<file path="config.mk">
export PLATFORM = sky130hd
export DESIGN_NAME = mem_port_arbiter
export DESIGN_NICKNAME = d
export VERILOG_FILES = /design/src/rtl/mem_port_arbiter.sv
export SDC_FILE = /design/constraint.sdc
export NUM_CORES = 1
export LEC_CHECK = 0
export CORE_UTILIZATION = 25
export CTS_CLUSTER_DIAMETER = 30
export DETAILED_ROUTE_END_ITERATION = 10
export HOLD_SLACK_MARGIN = 0.08
export PLACE_DENSITY_LB_ADDON = 0.1
export SYNTH_ARGS = -nofsm -noshare
export SYNTH_HDL_FRONTEND = slang
export SYNTH_SLANG_ARGS = --single-unit
export TNS_END_PERCENT = 5
</file>
<file path="constraint.sdc">
create_clock -name clk -period 4.3 [get_ports clk]
set_clock_uncertainty 0.1 [all_clocks]
set_input_delay 1.075 -clock clk [delete_from_list [all_inputs] [get_ports clk]]
set_output_delay 1.075 -clock clk [all_outputs]
set_load 0.05 [all_outputs]
</file>
<file path="src/rtl/mem_port_arbiter.sv">
`timescale 1ns/1ps
// mem_port_arbiter: shares one single-ported memory between fetch (IF) and data (DM) stages.
// Define ARB_PERF_EN to add saturating if_conflict_cnt / mem_busy_cnt counters.
module mem_port_arbiter #(
    parameter int ADDR_W = 32,
    parameter int DATA_W = 32,
    parameter int BE_W   = DATA_W/8
) (
    input  logic              clk,
    input  logic              rst_n,
    input  logic              if_req,
    input  logic [ADDR_W-1:0] if_addr,
    output logic [DATA_W-1:0] if_rdata,
    output logic              if_valid,
    input  logic              flush_if,
    input  logic              dm_req,
    input  logic              dm_we,
    input  logic [BE_W-1:0]   dm_be,
    input  logic [ADDR_W-1:0] dm_addr,
    input  logic [DATA_W-1:0] dm_wdata,
    output logic [DATA_W-1:0] dm_rdata,
    output logic              dm_valid,
    output logic              mem_req,
    output logic              mem_we,
    output logic [BE_W-1:0]   mem_be,
    output logic [ADDR_W-1:0] mem_addr,
    output logic [DATA_W-1:0] mem_wdata,
    input  logic [DATA_W-1:0] mem_rdata,
    input  logic              mem_ack,
`ifdef ARB_PERF_EN
    output logic [31:0]       if_conflict_cnt,
    output logic [31:0]       mem_busy_cnt,
`endif
    output logic              stall_if,
    output logic              stall_mem
);

    typedef struct packed {
        logic              we;
        logic [BE_W-1:0]   be;
        logic [ADDR_W-1:0] addr;
        logic [DATA_W-1:0] wdata;
    } mem_cmd_t;

    typedef enum logic [1:0] {IDLE, BUSY_IF, BUSY_DM} state_t;

    state_t   state, state_nxt;
    mem_cmd_t cmd_q, cmd_if, cmd_dm;
    logic     grant_if, grant_dm, ack_if, ack_dm, cancel;

    assign cmd_if = '{we: 1'b0, be: {BE_W{1'b1}}, addr: if_addr, wdata: {DATA_W{1'b0}}};
    assign cmd_dm = '{we: dm_we, be: dm_be, addr: dm_addr, wdata: dm_wdata};
    assign ack_if = (state == BUSY_IF) & mem_ack;
    assign ack_dm = (state == BUSY_DM) & mem_ack;

    always_ff @(posedge clk or negedge rst_n) begin
        if (!rst_n) state <= IDLE;
        else        state <= state_nxt;
    end

    // The requester being acked presents a stale req, so only the other side may chain.
    always_comb begin
        grant_if  = 1'b0;
        grant_dm  = 1'b0;
        state_nxt = state;
        case (state)
            IDLE: begin
                if (dm_req)                  grant_dm = 1'b1;
                else if (if_req && !flush_if) grant_if = 1'b1;
            end
            BUSY_IF: if (mem_ack && dm_req) grant_dm = 1'b1;
            BUSY_DM: if (mem_ack && if_req && !flush_if) grant_if = 1'b1;
            default: ;
        endcase
        if (grant_dm)                        state_nxt = BUSY_DM;
        else if (grant_if)                   state_nxt = BUSY_IF;
        else if (mem_ack && state != IDLE)   state_nxt = IDLE;
    end

    always_comb begin
        if_valid  = ack_if & ~cancel & ~flush_if;
        dm_valid  = ack_dm;
        stall_if  = rst_n & if_req & ~if_valid;
        stall_mem = rst_n & dm_req & ~dm_valid;
    end

    always_ff @(posedge clk or negedge rst_n) begin
        if (!rst_n) begin
            cmd_q  <= '0;
            cancel <= 1'b0;
        end else begin
            if (grant_dm)      cmd_q <= cmd_dm;
            else if (grant_if) cmd_q <= cmd_if;
            if (ack_if)                              cancel <= 1'b0;
            else if (state == BUSY_IF && flush_if)   cancel <= 1'b1;
        end
    end

    assign mem_req   = (state != IDLE);
    assign mem_we    = cmd_q.we;
    assign mem_be    = cmd_q.be;
    assign mem_addr  = cmd_q.addr;
    assign mem_wdata = cmd_q.wdata;
    assign if_rdata  = mem_rdata;
    assign dm_rdata  = mem_rdata;

`ifdef ARB_PERF_EN
    logic if_blocked;
    assign if_blocked = if_req & ((state == BUSY_DM) | ((state == IDLE) & dm_req));

    always_ff @(posedge clk or negedge rst_n) begin
        if (!rst_n) begin
            if_conflict_cnt <= '0;
            mem_busy_cnt    <= '0;
        end else begin
            if (if_blocked && if_conflict_cnt != 32'hFFFF_FFFF) if_conflict_cnt <= if_conflict_cnt + 32'd1;
            if (mem_req && mem_busy_cnt != 32'hFFFF_FFFF)       mem_busy_cnt    <= mem_busy_cnt + 32'd1;
        end
    end
`endif

endmodule

</file>
* Yosys cells after proc, flatten, opt, wreduce, memory -nomap -nowiden *
Cells that the tools add are included.

cells by class
  eq/ne operators = 2
  muxes and demuxes = 14
  bitwise operators = 12
  reduce and logical (&&, ||, !) cells = 12

operator list
  operator                                       count
  two-way mux 69 bit                             2
  bitwise AND 1 bit                              8
  two-way mux 1 bit                              7
  logical AND 1 bit                              6
  two-way mux 2 bit                              3
  nonzero test 2 bit                             3
  inverter 1 bit                                 4
  one-hot mux 1 bit (2 select lines)             2
  nonzero test 3 bit                             1
  == test 2 x 1 -> 1 bit, second input constant  1
  == test 2 bit, second input constant           1
  zero test 2 bit                                1
  zero test 1 bit                                1

word-level totals
  flip-flop bits (word level) = 72
  output and inout bits = 138
  logic and storage cells = 46

* Depth between registers and ports, before layout *
Gate-level depths: netlist of the first run.

  depth in word-level cells = 7
  depth in mapped cells = 6
  gate-level depth less buffers = 4

* Worst setup path after synthesis of the first run *
No wires, ideal clock.

  path kind = in2out
  start point = input port flush_if
  end point = output port stall_if
  data arrival time = 2.791 ns
  data required time = 3.125 ns
  slack = 0.334 ns
  cell stages on the path = 2
  path buffers = 0
  path through = nor3_1 nor2_1

on the way
  word-level cells in the longest chain between the ends = 4

ends and longest elaborated chain
  item               RTL line  text
  start, declared    15        input logic flush_if,
  inverter 1 bit     81        if_valid = ack_if & ~cancel & ~flush_if;
  bitwise AND 1 bit  81
  inverter 1 bit     83        stall_if = rst_n & if_req & ~if_valid;
  bitwise AND 1 bit  83
  end, declared      34        output logic stall_if,

No other way between the ends.

* Final worst setup path of the first run *
  start point = input port mem_ack
  end point = output port stall_mem

on the way
  word-level cells in the longest chain between the ends = 3

ends and longest elaborated chain
  item               RTL line  text
  start, declared    29        input logic mem_ack,
  bitwise AND 1 bit  54        assign ack_dm = (state == BUSY_DM) & mem_ack;
  inverter 1 bit     84        stall_mem = rst_n & dm_req & ~dm_valid;
  bitwise AND 1 bit  84
  end, declared      35        output logic stall_mem

No other way between the ends.

==> out/metrics.yaml, run 1 <==
worst_setup_path:
  crit_arrival_ns: 2.29
  cp-end-kind: "output port"
  path_max_fanout: 7
  crit_path_start_kind: "primary input"
  critPathKind: "in -> out"
  required_ns: 3.12
global_routing:
  grt_pass1_wl_um: 13600
  track_usage_pct: 12.0
  first_global_vias: 2679
  gr-total-overflow: 0
  grt_max_degree: 73
  antenna_found_initial: 0
floorplan:
  core-area_um2: 14500
  die-area_um2: 15200
  die_x_um: 123
  rows: 44
  die_h_um: 123
  initial_utilization_pct: 25.5
  io_pins: 277
cts:
  clock_path_buffers: 2
  clk_pin_slew_worst_paths_ns: 0.05
  cts-root-buf: "clkbuf_16"
  cts_buffers: 9
  cts_resized: 0
  cts_sinks: 72
  cts_tree: "yes"
  clock_latency_ns: 0.33
  h-tree-depth: 3
  cts_hold_buf: 0
  cts_setup_buffers: 0
detailed_routing:
  via_per_inst: 4.23
  drc_errors: 0
  wl_met2_um: 3810
  routedLengthMet1_um: 3850
  first_iter_violations: 44
  drt_pre_antenna_iters: 4
  highest_layer: "met4"
  wire_per_inst_um: 15.5
  num_vias: 2468
  antenna_left: 0
  wl_met3_um: 1130
  wl_um: 9050
sta:
  final-setup-viol-count: 0
  timing.final.crit_share_pct: 80.7
  rsz0062_at_grt: "false"
  hold_violations: 0
  relSlewSlack_pct: 28.5
  holdWs_ns: 0.403
  worst_slew_pin_slew_ns: 1.07
  finalSetupTns_ns: 0
  period_minus_slack_ns: 3.47
  maxSlewViolCount: 0
  clock.fmax_mhz: 288
synth:
  syn_area_per_cell_um2: 13.3
  yosysSeqAreaShare_pct: 48.8
  syn-num-nets: 417
  synth_cells: 278
  syn_area_um2: 3690
  ys_ff_latch: 72
  synth_cell_types: 22
  yosys_warnings: 0
placement:
  io_buffer_count: 180
  dp_cells: 568
  placed_cell_area_um2: 5150
  hpwl_um: 6370
  gp_congestion: 0.714
finish:
  area_growth_pct: 47.7
  finalNonFillerCells: 584
  design_area_um2: 5450
  drive_above_1_share_pct: 22.3
  num_antenna_cells: 0
  nets: 534
power:
  power_density_nw_per_um2: 605
  ir_drop_uv: 245
  p_leak_nw: 2.30
  power.total_w: 0.00330
status:
  status: "complete, no violations"
worst_hold_path:
  worstHoldPathType: "reg -> reg"
job:
  drv_cap: 0
## final timing paths
kind,slack [ns],endpoint,depth (start not counted),start
worst max-delay path,0.83,stall_mem,5,mem_ack
worst min-delay path,0.40,mem_addr[6],1,mem_addr[6]
worst max register to register,1.81,mem_addr[30],4,state[0]
worst min register to register,0.40,mem_addr[6],1,mem_addr[6]
max in group asynchronous,2.58,mem_addr[14],2,rst_n
min in group asynchronous,0.88,mem_wdata[11],2,rst_n
## worst max-delay path: stages
cell             delay, ns
clkdlybuf4s50_1       0.61
inv_1                 0.09
nor3_1                0.24
nor2_1                0.08
buf_4                 0.19
## power breakdown
| part | leakage (nW) | internal (W) | switching, W |
|---|---|---|---|
| sequential | 0.877 | 0.000868 | 0.000103 |
| combinational | 1.27 | 0.000629 | 0.000950 |
| clock | 0.150 | 0.000479 | 0.000268 |
| total | 2.30 | 0.00198 | 0.00132 |
## registers in the layout, indices dropped and copies added (netlist names)
name,count
mem_addr,32
mem_wdata,32
mem_be,4
state,2
cancel,1
mem_we,1
## logic make-up (layout without fill, tap and decap cells)
family | Yosys count | count (layout) | synth area share, %
AO/OA/AOI/OAI | 43 | 43 | 10.2
AND/OR/NAND/NOR | 20 | 20 | 2.99
flip-flops | 72 | 72 | 48.8
multiplexers | 64 | 64 | 22.0
buffers and inverters | 79 | 201 | 16.0
## layer usage
layer	GRT usage [%]	vias to the layer above
li1	-	1150
met1	14.3	1134
met2	18.0	152
met3	5.30	32
met4	6.93	0
met5	0	-
## layout by cell type (no fill, tap or decap)
cell type	count
o21ai_0	1
dfrtp_1	72
clkbuf_16	9
mux2_4	24
a22o_1	33
mux2_2	40
buf_4	8
a21oi_1	3
clkbuf_8	2
nand2b_4	1
bufinv_16	1
clkbuf_1	2
inv_1	2
nand2_1	7
clkinv_2	2
and2b_1	1
nor2b_1	3
clkdlybuf4s50_1	175
o211a_1	1
nor2_1	3
or2_1	1
nor3_1	2
o211ai_4	1
and2_4	1
nand3b_1	1
o22a_1	4
## per-stage QoR
step / util, % / setup slack (ns)
final: 37.6 / 0.831
after global routing: 37.6 / 0.745
after floorplan: - / 0.334
after detailed placement: 35.6 / 0.604
after global placement: 35.6 / 0.643
after CTS: 37.6 / 0.816
## area by class of cell
class,count,area (µm²)
fillers,1398,9030
repair buffers,183,1810
flip-flops and latches,72,1800
multi-input cells,127,1300
clock buffers,13,260
well taps,184,230
clock inverters,3,40.0
inverters,2,7.51
## cell usage after synthesis
library cell   n  area (µm²)
a21oi_1        3        15.0
a22o_1        33         289
and2_4         1        8.76
and2b_1        1        7.51
buf_2          7        35.0
buf_4         64         480
buf_6          6        67.6
dfrtp_1       72        1800
inv_1          2        7.51
mux2_2        40         450
mux2_4        24         360
nand2_1        7        26.3
nand2b_4       1        13.8
nand3b_1       1        7.51
nor2_1         3        11.3
nor2b_1        3        18.8
nor3_1         2        10.0
o211a_1        1        10.0
o211ai_4       1        21.3
o21ai_0        1        5.00
o22a_1         4        35.0
or2_1          1        6.26
Note: power is estimated with default switching activity, not from simulation.
==> inputs of run 2 (changes only) <==
==> constraint.sdc (replaced) <==
create_clock -name clk -period 3.2 [get_ports clk]
set_clock_uncertainty 0.1 [all_clocks]
set_input_delay 0.8 -clock clk [delete_from_list [all_inputs] [get_ports clk]]
set_output_delay 0.8 -clock clk [all_outputs]
set_load 0.05 [all_outputs]
==> run 2 against run 1 <==
Net effect: sequential power is 34% higher; sequential share of layout area is 0.79 points lower; first-iteration DRC count is 2.3% lower; final cell count is 1.0% higher; clock-buffer cell count is 4 lower; critical path type unchanged; non-clock buffer count is 6 higher; die area stayed put; worst hold slack better by 0.0011 ns; via count is 0.28% higher; sequential cell count stayed put; combinational power is 37% higher; highest routed layer unchanged.
==> out/metrics.yaml, run 2 (synthesis gave the netlist of run 1 again) <==
status:
  status: "complete, no violations"
worst_setup_path:
  startpoint: "mem_ack"
  crit_arrival_ns: 1.99  # -0.30 ns
  cp-end-kind: "output port"
  required_ns: 2.30  # -0.82 ns
  r2r_setup_slack_ns: 1.25  # -0.56 ns
  reg2reg_depth: 5  # +1
  r2r_start: "state[1]"
  path_max_fanout: 3  # -4
  worstSetupEndpoint: "dm_valid"
  crit_path_start_kind: "primary input"
  critPathKind: "in -> out"
  reg2reg_to: "mem_addr[13]"
placement:
  dp_cells: 574  # +1.1%
  hpwl_um: 6420  # +0.86%
  io_buffer_count: 180  # unchanged
  placed_cell_area_um2: 5290  # +2.7%
  gp_congestion: 0.680  # -4.8%
cts:
  clock_latency_ns: 0.33  # about the same
  h-tree-depth: 3  # unchanged
  cts_buffers: 9  # unchanged
  clock_path_buffers: 2  # unchanged
  cts_tree: "yes"
  clk_pin_slew_worst_paths_ns: 0.06  # about the same
  cts_hold_buf: 0  # unchanged
  cts_setup_buffers: 0  # unchanged
  cts_sinks: 72  # unchanged
  cts_resized: 0  # unchanged
  cts-root-buf: "clkbuf_16"
sta:
  final-setup-viol-count: 0  # unchanged
  rsz0062_at_grt: "false"
  period_minus_slack_ns: 2.89
  finalSetupTns_ns: 0  # unchanged
  hold_violations: 0  # unchanged
  relSlewSlack_pct: 63.0  # +34 points
  worst_slew_pin_slew_ns: 0.554  # -0.519 ns
  timing.final.crit_share_pct: 90.3
  clock.fmax_mhz: 346
  maxSlewViolCount: 0  # unchanged
global_routing:
  first_global_vias: 2610  # -2.6%
  grt_pass1_wl_um: 13600  # unchanged
  gr-total-overflow: 0  # unchanged
  antenna_found_initial: 0  # unchanged
  track_usage_pct: 12.0  # -0.042 points
  grt_max_degree: 43  # -41%
finish:
  finalNonFillerCells: 590  # +1.0%
  mostFrequentLayoutCells: "175 x clkdlybuf4s50_1, 72 x dfrtp_1, 40 x mux2_2, 33 x a22o_1, 24 x mux2_4"
  nets: 540  # +1.1%
  final_common_cell: "clkdlybuf4s50_1"
  design_area_um2: 5580  # +2.4%
  final_util_pct: 38.5  # +0.92 points
  drive_above_1_share_pct: 24.1  # +1.9 points
  area_growth_pct: 51.3
  num_antenna_cells: 0  # unchanged
floorplan:
  initial_utilization_pct: 25.5  # unchanged
  io_pins: 277  # unchanged
  die_x_um: 123  # unchanged
  core-area_um2: 14500  # unchanged
  die_h_um: 123  # unchanged
  rows: 44  # unchanged
  die-area_um2: 15200  # unchanged
power:
  power_density_nw_per_um2: 799  # +32%
  p_leak_nw: 2.35  # +2.3%
  ir_drop_uv: 286  # +17%
  power.total_w: 0.00446  # +35%
detailed_routing:
  wire_per_inst_um: 15.2  # -2.0%
  antenna_left: 0  # unchanged
  first_iter_violations: 43  # -2.3%
  drt_pre_antenna_iters: 4  # unchanged
  num_vias: 2475  # +0.28%
  wl_um: 8950  # -1.0%
  drc_errors: 0  # unchanged
  via_per_inst: 4.19  # -0.74%
worst_hold_path:
  worstHoldPathType: "reg -> reg"
job:
  drv_cap: 0  # unchanged
## run 2: where the power goes
group	internal [W]	total, W	switching [W]
Combinational	0.000880	0.00216	0.00128
Sequential	0.00117	0.00130	0.000139
Clock	0.000603	0.000992	0.000389
Total	0.00265	0.00446	0.00181
## run 2: worst max-delay path, stage by stage
cell,delay [ns]
clkdlybuf4s50_1,0.51
inv_1,0.07
nor3_1,0.29
buf_4,0.19
buf_12,0.12
## run 2: worst min path at each step
stage	startpoint	end	slack, ns	cells past startpoint
after floorplan	rst_n	cancel	0.40	0
after global placement	mem_wdata[25]	mem_wdata[25]	0.39	1
after detailed placement	mem_wdata[4]	mem_wdata[4]	0.39	1
after CTS	mem_addr[16]	mem_addr[16]	0.41	1
after global routing	mem_wdata[0]	mem_wdata[0]	0.42	1
final	mem_addr[11]	mem_addr[11]	0.40	1
## run 2: area by class of cell
class	instances	area (µm²)
Fill cell	1393	8900
Timing Repair Buffer	189	1940
Sequential cell	72	1800
Multi-Input combinational cell	127	1300
Tap cell	184	230
Clock buffer	9	225
Clock inverter	7	70.1
Inverter	2	7.51
## run 2: layer usage
metal / part of all wire, % / track usage, % / vias up
met5: 0 / 0 / -
met4: 1.3 / 4.67 / 0
met3: 13 / 6.18 / 14
met2: 41 / 17.1 / 133
met1: 45 / 15.2 / 1165
li1: - / - / 1163
## run 2: metrics by stage
step | hold WS, ns | worst slack (ns)
floorplan | 0.404 | -0.194
global placement | 0.386 | 0.308
detailed placement | 0.391 | 0.314
CTS | 0.409 | 0.301
global route | 0.418 | 0.248
finish | 0.404 | 0.312
==> inputs of run 3 (changes only) <==
--- a/config.mk
+++ b/config.mk
@@ -6,7 +6,6 @@
 export NUM_CORES = 1
 export LEC_CHECK = 0
 export CORE_UTILIZATION = 25
-export CTS_CLUSTER_DIAMETER = 30
 export DETAILED_ROUTE_END_ITERATION = 10
 export HOLD_SLACK_MARGIN = 0.08
 export PLACE_DENSITY_LB_ADDON = 0.1
==> results of run 3 <==
Same layout as run 2: the final DEF is identical, and so are final timing and power.
